File: src/rtl/ufp_write_buffer_pkg.sv
// Shared types for the UFP store buffer: the buffered entry layout and default depth.
package ufp_write_buffer_pkg;

  localparam int WB_DEPTH = 4;

  typedef struct packed {
    logic [29:0] word_addr;
    logic [31:0] data;
    logic [3:0]  mask;
  } wb_entry_t;

endpackage

File: src/rtl/ufp_write_buffer_byte_merge.sv
// Byte-lane merge: enabled new bytes replace old ones, masks accumulate.
module wb_byte_merge (
  input  logic [31:0] old_data,
  input  logic [3:0]  old_mask,
  input  logic [31:0] new_data,
  input  logic [3:0]  new_mask,
  output logic [31:0] merged_data,
  output logic [3:0]  merged_mask
);

  always_comb begin
    merged_data = old_data;
    for (int i = 0; i < 4; i++) begin
      if (new_mask[i]) merged_data[8*i +: 8] = new_data[8*i +: 8];
    end
    merged_mask = old_mask | new_mask;
  end

endmodule

File: src/rtl/ufp_write_buffer.sv
// In-order word store buffer with youngest-entry write merging and a RAW hazard probe.
module ufp_write_buffer
  import ufp_write_buffer_pkg::*;
#(
  parameter int DEPTH = WB_DEPTH
) (
  input  logic        clk,
  input  logic        rst_n,
  input  logic        in_valid,
  output logic        in_ready,
  input  logic [31:0] in_addr,
  input  logic [31:0] in_wdata,
  input  logic [3:0]  in_wmask,
  output logic        out_valid,
  input  logic        out_ready,
  output logic [31:0] out_addr,
  output logic [31:0] out_wdata,
  output logic [3:0]  out_wmask,
  input  logic [31:0] probe_addr,
  output logic        probe_hit,
  output logic        empty
);

  localparam int PW = $clog2(DEPTH);
  localparam logic [PW:0] FULL_CNT = (PW+1)'(DEPTH);
  localparam logic [PW:0] TWO_CNT  = (PW+1)'(2);

  wb_entry_t      entries_q [DEPTH];
  wb_entry_t      entries_d [DEPTH];
  logic [PW-1:0]  head_q, head_d, tail_q, tail_d, young_ptr;
  logic [PW:0]    count_q, count_d;

  logic           merge_hit, accept, do_merge, do_push, pop;
  logic [31:0]    old_data, merged_data;
  logic [3:0]     old_mask, merged_mask;
  logic           unused_addr_bits;

  assign unused_addr_bits = ^{in_addr[1:0], probe_addr[1:0]};

  assign young_ptr = tail_q - 1'b1;
  // The head can never be the youngest entry once two or more are queued.
  assign merge_hit = (count_q >= TWO_CNT) && (in_addr[31:2] == entries_q[young_ptr].word_addr);
  assign in_ready  = (count_q < FULL_CNT) || merge_hit;
  assign accept    = in_valid && in_ready;
  assign do_merge  = accept && (in_wmask != 4'b0000) && merge_hit;
  assign do_push   = accept && (in_wmask != 4'b0000) && !merge_hit;

  assign out_valid = (count_q != '0);
  assign pop       = out_valid && out_ready;
  assign out_addr  = {entries_q[head_q].word_addr, 2'b00};
  assign out_wdata = entries_q[head_q].data;
  assign out_wmask = entries_q[head_q].mask;
  assign empty     = (count_q == '0);

  // A fresh entry merges against an all-zero word so disabled lanes read back as 0.
  assign old_data = merge_hit ? entries_q[young_ptr].data : 32'h0;
  assign old_mask = merge_hit ? entries_q[young_ptr].mask : 4'h0;

  wb_byte_merge u_merge (
    .old_data    (old_data),
    .old_mask    (old_mask),
    .new_data    (in_wdata),
    .new_mask    (in_wmask),
    .merged_data (merged_data),
    .merged_mask (merged_mask)
  );

  always_comb begin
    entries_d = entries_q;
    head_d    = head_q;
    tail_d    = tail_q;
    count_d   = count_q;
    if (do_merge) begin
      entries_d[young_ptr].data = merged_data;
      entries_d[young_ptr].mask = merged_mask;
    end
    if (do_push) begin
      entries_d[tail_q] = '{word_addr: in_addr[31:2], data: merged_data, mask: merged_mask};
      tail_d = tail_q + 1'b1;
    end
    if (pop) head_d = head_q + 1'b1;
    count_d = count_q + {{PW{1'b0}}, do_push} - {{PW{1'b0}}, pop};
  end

  always_comb begin : probe_blk
    logic [PW-1:0] off;
    off       = '0;
    probe_hit = accept && (in_wmask != 4'b0000) && (in_addr[31:2] == probe_addr[31:2]);
    for (int i = 0; i < DEPTH; i++) begin
      off = PW'(i) - head_q;
      if (({1'b0, off} < count_q) && (entries_q[i].word_addr == probe_addr[31:2]))
        probe_hit = 1'b1;
    end
  end

  always_ff @(posedge clk or negedge rst_n) begin
    if (!rst_n) begin
      head_q  <= '0;
      tail_q  <= '0;
      count_q <= '0;
      for (int i = 0; i < DEPTH; i++) entries_q[i] <= '0;
    end else begin
      head_q    <= head_d;
      tail_q    <= tail_d;
      count_q   <= count_d;
      entries_q <= entries_d;
    end
  end

endmodule

File: config.mk
export PLATFORM = sky130hd
export DESIGN_NAME = ufp_write_buffer
export DESIGN_NICKNAME = d
export VERILOG_FILES = /design/src/rtl/ufp_write_buffer_pkg.sv /design/src/rtl/ufp_write_buffer_byte_merge.sv /design/src/rtl/ufp_write_buffer.sv
export SDC_FILE = /design/constraint.sdc
export NUM_CORES = 1
export LEC_CHECK = 0
export CORE_UTILIZATION = 36
export DETAILED_ROUTE_END_ITERATION = 10
export SYNTH_ARGS = -nofsm -noshare
export SYNTH_HDL_FRONTEND = slang
export SYNTH_SLANG_ARGS = --single-unit
File: constraint.sdc
create_clock -name clk -period 11 [get_ports clk]
set_input_delay 1.65 -clock clk [delete_from_list [all_inputs] [get_ports clk]]
set_output_delay 1.65 -clock clk [all_outputs]
set_load 0.05 [all_outputs]
======== Yosys cells after proc, flatten, opt, wreduce, memory -nomap -nowiden ========
Index checks and enable logic that the tools add are counted.
word-level totals
  word-level logic and storage cells ...... 90
  register bits after elaboration ......... 271
  output and inout bits ................... 72
  input bits .............................. 104
cells by class
  muxes and demuxes ....................... 27
  bitwise operators ....................... 4
  eq/ne operators ......................... 6
  add/sub/neg operators ................... 9
  reduce and logical (&&, ||, !) cells .... 18
  order comparisons ....................... 11
operator list
  operator                                                                             count
  264-bit bitwise mux                                                                  3
  264-bit 2-to-1 mux                                                                   2
  66-bit demux with 2-bit select                                                       3
  66-bit 2-to-1 mux                                                                    5
  66-bit binary-select mux with 2-bit select                                           2
  30-bit == test                                                                       6
  36-bit 2-to-1 mux                                                                    1
  32-bit 2-to-1 mux                                                                    1
  8-bit 2-to-1 mux                                                                     4
  1-bit logical AND                                                                    13
  2-bit by 3-bit < comparator with 1-bit output                                        4
  3-bit greater-or-equal comparator, second input constant                             3
  2-bit inverter with 3-bit output                                                     3
  4-bit 2-to-1 mux                                                                     2
  3-bit by 1-bit < comparator with 1-bit output, second input constant                 2
  2-bit by 1-bit adder with 2-bit output, second input constant                        2
  1-bit 2-to-1 mux                                                                     4
  4-bit bitwise OR                                                                     1
  4-bit nonzero test                                                                   1
  1-bit by 2-bit subtractor with 2-bit output, first input constant                    2
  2-bit subtractor, first input constant                                               2
  3-bit by 1-bit adder with 3-bit output                                               1
  3-bit by 2-bit greater-or-equal comparator with 1-bit output, second input constant  1
  3-bit logical NOT                                                                    1
  other kinds (6)                                                                      6

======== Logic depth before layout (Yosys ltp) ========
  depth in word-level cells ............... 15
  mapped depth ............................ 21
  gate-level depth less buffers ........... 15

======== Modules after synthesis ========
Synthesis repeated with hierarchy kept, for this count alone.
unflattened totals
  cell total of the unflattened synthesis .. 1204
  area total of the unflattened synthesis .. 17292.8 sq um
modules (own cells, without submodules)
  module            cells each  sequential area each (sq um)  area each (sq um)  times used
  ufp_write_buffer  1164        6781.5                        16742.3            1
  wb_byte_merge     40          0.0                           550.5              1

======== Worst setup path before layout ========
No wires, ideal clock.
  path kind ............................... reg-to-output
  start ................................... register tail_q[0]
  end ..................................... output probe_hit
  buffers on the path ..................... 6
  required time ........................... 9350 ps
  stages on the path, launching flop included .. 16
  setup slack ............................. 4952 ps
  arrival time ............................ 4398 ps
  path through ............................ dfrtp_1 -> buf_6 -> buf_4 -> clkinv_1 -> ha_1 -> buf_2 -> clkbuf_1 -> mux4_2 -> xnor2_1 -> o2111ai_1 -> nor4_4 -> nand3_4 -> buf_6 -> clkbuf_1 -> nand2_1 -> a31o_2
on the way
  word-level cells in the longest chain between the ends .. 15
RTL lines
  what                                                    line                     RTL
  start: declaration                                      ufp_write_buffer.sv:30   logic [PW-1:0] head_q, head_d, tail_q, tail_d, young_ptr;
  start signal: assignment                                ufp_write_buffer.sv:104  tail_q <= tail_d;
  2-bit by 1-bit subtractor with 2-bit output             ufp_write_buffer.sv:40   assign young_ptr = tail_q - 1'b1;
  net young_ptr[0]                                        ufp_write_buffer.sv:30
  2-bit inverter with 3-bit output (implied by the code)  ufp_write_buffer.sv:42   assign merge_hit = (count_q >= TWO_CNT) && (in_addr[31:2] == entries_q[young_ptr].word_addr);
  66-bit binary-select mux with 2-bit select              ufp_write_buffer.sv:42
  66-bit 2-to-1 mux (2 in series)                         --
  30-bit == test                                          ufp_write_buffer.sv:42
  1-bit logical AND                                       ufp_write_buffer.sv:42
  1-bit logical OR                                        ufp_write_buffer.sv:43   assign in_ready = (count_q < FULL_CNT) || merge_hit;
  net in_ready                                            ufp_write_buffer.sv:10   output logic in_ready,
  1-bit logical AND                                       ufp_write_buffer.sv:44   assign accept = in_valid && in_ready;
  1-bit logical AND (2 in series)                         ufp_write_buffer.sv:88   probe_hit = accept && (in_wmask != 4'b0000) && (in_addr[31:2] == probe_addr[31:2]);
  1-bit 2-to-1 mux (4 in series)                          ufp_write_buffer.sv:91   if (({1'b0, off} < count_q) && (entries_q[i].word_addr == probe_addr[31:2]))
  end: declaration                                        ufp_write_buffer.sv:20   output logic probe_hit,
The timed path passes the listed nets, and every way through them passes these cells. The select of a mux whose other input is x is not followed.

======== Worst setup path in the final report ========
  start ................................... register tail_q[0]
  end ..................................... output probe_hit
on the way
  word-level cells in the longest chain between the ends .. 15
RTL lines
  what                                                    line
  2-bit by 1-bit subtractor with 2-bit output             ufp_write_buffer.sv:40
  net young_ptr[0]                                        ufp_write_buffer.sv:30
  2-bit inverter with 3-bit output (implied by the code)  ufp_write_buffer.sv:42
  66-bit binary-select mux with 2-bit select              ufp_write_buffer.sv:42
  66-bit 2-to-1 mux (2 in series)                         --
  30-bit == test                                          ufp_write_buffer.sv:42
  1-bit logical AND                                       ufp_write_buffer.sv:42
  1-bit logical OR                                        ufp_write_buffer.sv:43
  1-bit logical AND                                       ufp_write_buffer.sv:44
  1-bit logical AND (2 in series)                         ufp_write_buffer.sv:88
  1-bit 2-to-1 mux (4 in series)                          ufp_write_buffer.sv:91
The timed path passes the listed nets, and every way through them passes these cells. The select of a mux whose other input is x is not followed.

==> flow_summary.json <==
{
  "drt-total-wl_um": 46700,
  "antenna_found_initial": 4,
  "setup_total_negative_slack_ps": 0,
  "maxCapViolations": 0,
  "layout_commonest_cell": "dfrtp_1",
  "dpl.hpwl_um": 30600,
  "ys_warn_count": 0,
  "cts.clk_slew.worst_paths_ps": 60,
  "gp_congestion": 0.845,
  "htreeDepth": 2,
  "startpoint_type": "flop",
  "cts_made_buffers": 35,
  "ys_ff_latch": 271,
  "hp-class": "reg2reg",
  "grt_max_degree": 121,
  "cts_tree": "built",
  "fin_ws_ps": 1950,
  "finalHoldViolCount": 0,
  "top_layer": "met5",
  "firstDrtPassIters": 5,
  "max_stage_delay_ps": 890,
  "gr-total-overflow": 0,
  "viasPerCell": 5.51,
  "met1_length_um": 20400,
  "die_h_um": 217,
  "grt_pass1_vias": 11388,
  "drc": 0,
  "endpoint_kind": "output pin",
  "die_w_um": 217,
  "pre_cts_ws_ps": 2450,
  "cts_hold_buf": 0,
  "area_delta_synth_final_pct": 19.4,
  "synth_edf_count": 0,
  "min_path_cells": 1,
  "path_cells": "clkinv_1 -> ha_4 -> buf_4 -> mux4_1 -> nor2b_1 -> a311o_1 -> nor4b_4 -> nand3_4 -> nand2_1 -> a31o_2 -> clkdlybuf4s50_1",
  "cts_sinks": 271,
  "grt_usage_pct": 20.3,
  "synth_cell_types": 51,
  "synth_top_area_cell": "dfrtp_1",
  "first_iter_violations": 715,
  "ctsResizeCount": 0,
  "antenna_left": 0,
  "ir_drop_uv": 253,
  "r2r_end": "count_q[2]$_DFF_PN0_",
  "rsz0062_at_grt": "false",
  "max_freq_mhz": 110,
  "ios": 176,
  "initial_utilization_pct": 36.6,
  "fin_crit_ps": 9050,
  "slew_violations": 0,
  "min_from": "entries_q[138]$_DFF_PN0_",
  "clk_latency_ps": 540,
  "holdWs_ps": 525,
  "r2r_cells": 16,
  "dr_wl_met2_um": 22200,
  "synth_cells": 1219,
  "cts.path.max_buffers": 3,
  "num-nets-final": 1455,
  "synth_top_area_share_pct": 40.7,
  "dieArea_mm2": 0.0471,
  "async_reset_ff_share_pct": 100,
  "r2r-start": "tail_q[0]$_DFFE_PN0N_",
  "route.vias.total": 10782,
  "post_cts_buffers": 0,
  "synth_area_leaders": "dfrtp_1 41%, mux4_2 17%, mux2_2 16%, xnor2_1 7.0%, mux2_4 2.7%",
  "cp_slowest_cell": "ha_4",
  "clk_root_buffer_cell": "clkbuf_16",
  "maxSlewHeadroom_pct": 32.1,
  "io_buffers": 169,
  "met3_length_um": 2690,
  "setup_viol": 0,
  "critPathKind": "reg2out",
  "status": "finished clean",
  "skew_ps": 15.6,
  "critPathArrivalTime_ps": 7400,
  "fin_util_pct": 43.7,
  "post_drt_wl_per_cell_um": 23.9,
  "grt_pass1_wl_um": 72200,
  "syn_avg_cell_area_um2": 13.7,
  "syn_area_mm2": 0.0167,
  "fin_crit_sh_pct": 82.3,
  "cellPowerDensity_mw_per_mm2": 362,
  "rows": 78,
  "tightest_slew_ps": 1020,
  "ys.flop_type": "dfrtp_1",
  "hold_path_end": "entries_q[138]$_DFF_PN0_",
  "layout_common_cells": "268 x dfrtp_1, 240 x mux2_2, 168 x clkdlybuf4s50_1, 133 x xnor2_1, 122 x mux4_2",
  "worstPathRequired_ps": 9350,
  "core_mm2": 0.0455,
  "post_route_cells_drive_above_1_share_pct": 35.3,
  "leakage_nw": 7.81,
  "reg2reg_slack_ps": 4030,
  "ys_seq_area_share_pct": 40.7,
  "critPathMaxFanout": 43
}
==> worst max-delay path by stage <==
stage                                from        end  cells past startpoint
global placement    tail_q[0]$_DFFE_PN0N_  probe_hit                     11
finish              tail_q[0]$_DFFE_PN0N_  probe_hit                     11
detailed placement  tail_q[0]$_DFFE_PN0N_  probe_hit                     11
floorplan           tail_q[0]$_DFFE_PN0N_  probe_hit                     15
global route        tail_q[0]$_DFFE_PN0N_  probe_hit                     11
CTS                 tail_q[0]$_DFFE_PN0N_  probe_hit                     11
==> worst max-delay path: cells and delay by family, from the launching register on <==
| family | cells | cell delay, ps |
|---|---|---|
| buffers and inverters | 3 | 2120 |
| multiplexers | 1 | 380 |
| adder cells (fa/ha/maj) | 1 | 890 |
| AND/OR/NAND/NOR | 4 | 2020 |
| flip-flops | 1 | 810 |
| AO/OA/AOI/OAI | 2 | 610 |
==> flip-flops by register name, summed over array words and instances, names as in the netlist <==
register / flops
head_q: 2
entries_q: 264
tail_q: 2
count_q: 3
==> routing by layer <==
metal / global-route usage (%) / vias up
met5: 0 / -
met4: 7.30 / 4
met3: 4.07 / 87
met2: 32.0 / 312
met1: 27.6 / 5638
li1: - / 4741
==> final cells by class <==
| cell class | instances | area (um^2) |
|---|---|---|
| sequential | 271 | 6790 |
| timing repair buffer | 185 | 1820 |
| tap | 600 | 751 |
| antenna | 2 | 5.00 |
| multi-input combinational | 821 | 9350 |
| inverter | 21 | 78.8 |
| clock buffer | 52 | 1040 |
| clock inverter | 6 | 45.0 |
| fill | 4193 | 25600 |
==> power breakdown <==
part           internal [mW]  switching, mW
registers               1.48          0.577
clock network          0.651          0.443
logic                   1.97           2.08
total                   4.11           3.10
==> synthesized netlist by cell type (6+ instances only) <==
cell	n
ha_1	15
mux2_2	240
xor2_1	47
nand2b_1	33
dfrtp_1	271
mux2_4	30
o21ai_0	33
xnor2_1	133
buf_2	11
mux2i_1	16
nand3_1	7
mux4_2	122
inv_1	20
buf_1	14
clkbuf_1	70
nand4_1	32
nor4_1	18
nand2_1	41
a21oi_1	6
==> cell families (layout without fill, tap and decap cells) <==
| group | after synthesis | in the layout | share of synthesized area [%] |
|---|---|---|---|
| AO/OA/AOI/OAI | 66 | 66 | 2.60 |
| XOR/XNOR | 180 | 180 | 9.47 |
| adder cells (fa/ha/maj) | 16 | 16 | 1.25 |
| buffers and inverters | 128 | 264 | 3.61 |
| flip-flops | 271 | 271 | 40.7 |
| multiplexers | 415 | 415 | 37.4 |
| other | 1 | 4 | 0.0225 |
| AND/OR/NAND/NOR | 142 | 142 | 4.91 |
==> per-stage QoR <==
step	instance area, um^2	std cells	total power [mW]
global route	19900	1956	7.57
CTS	19900	1956	7.26
finish	19900	1958	7.20
detailed placement	18800	1898	6.13
floorplan	16700	1220	4.95
global placement	18800	1898	6.08
(Power assumes the default switching activity.)
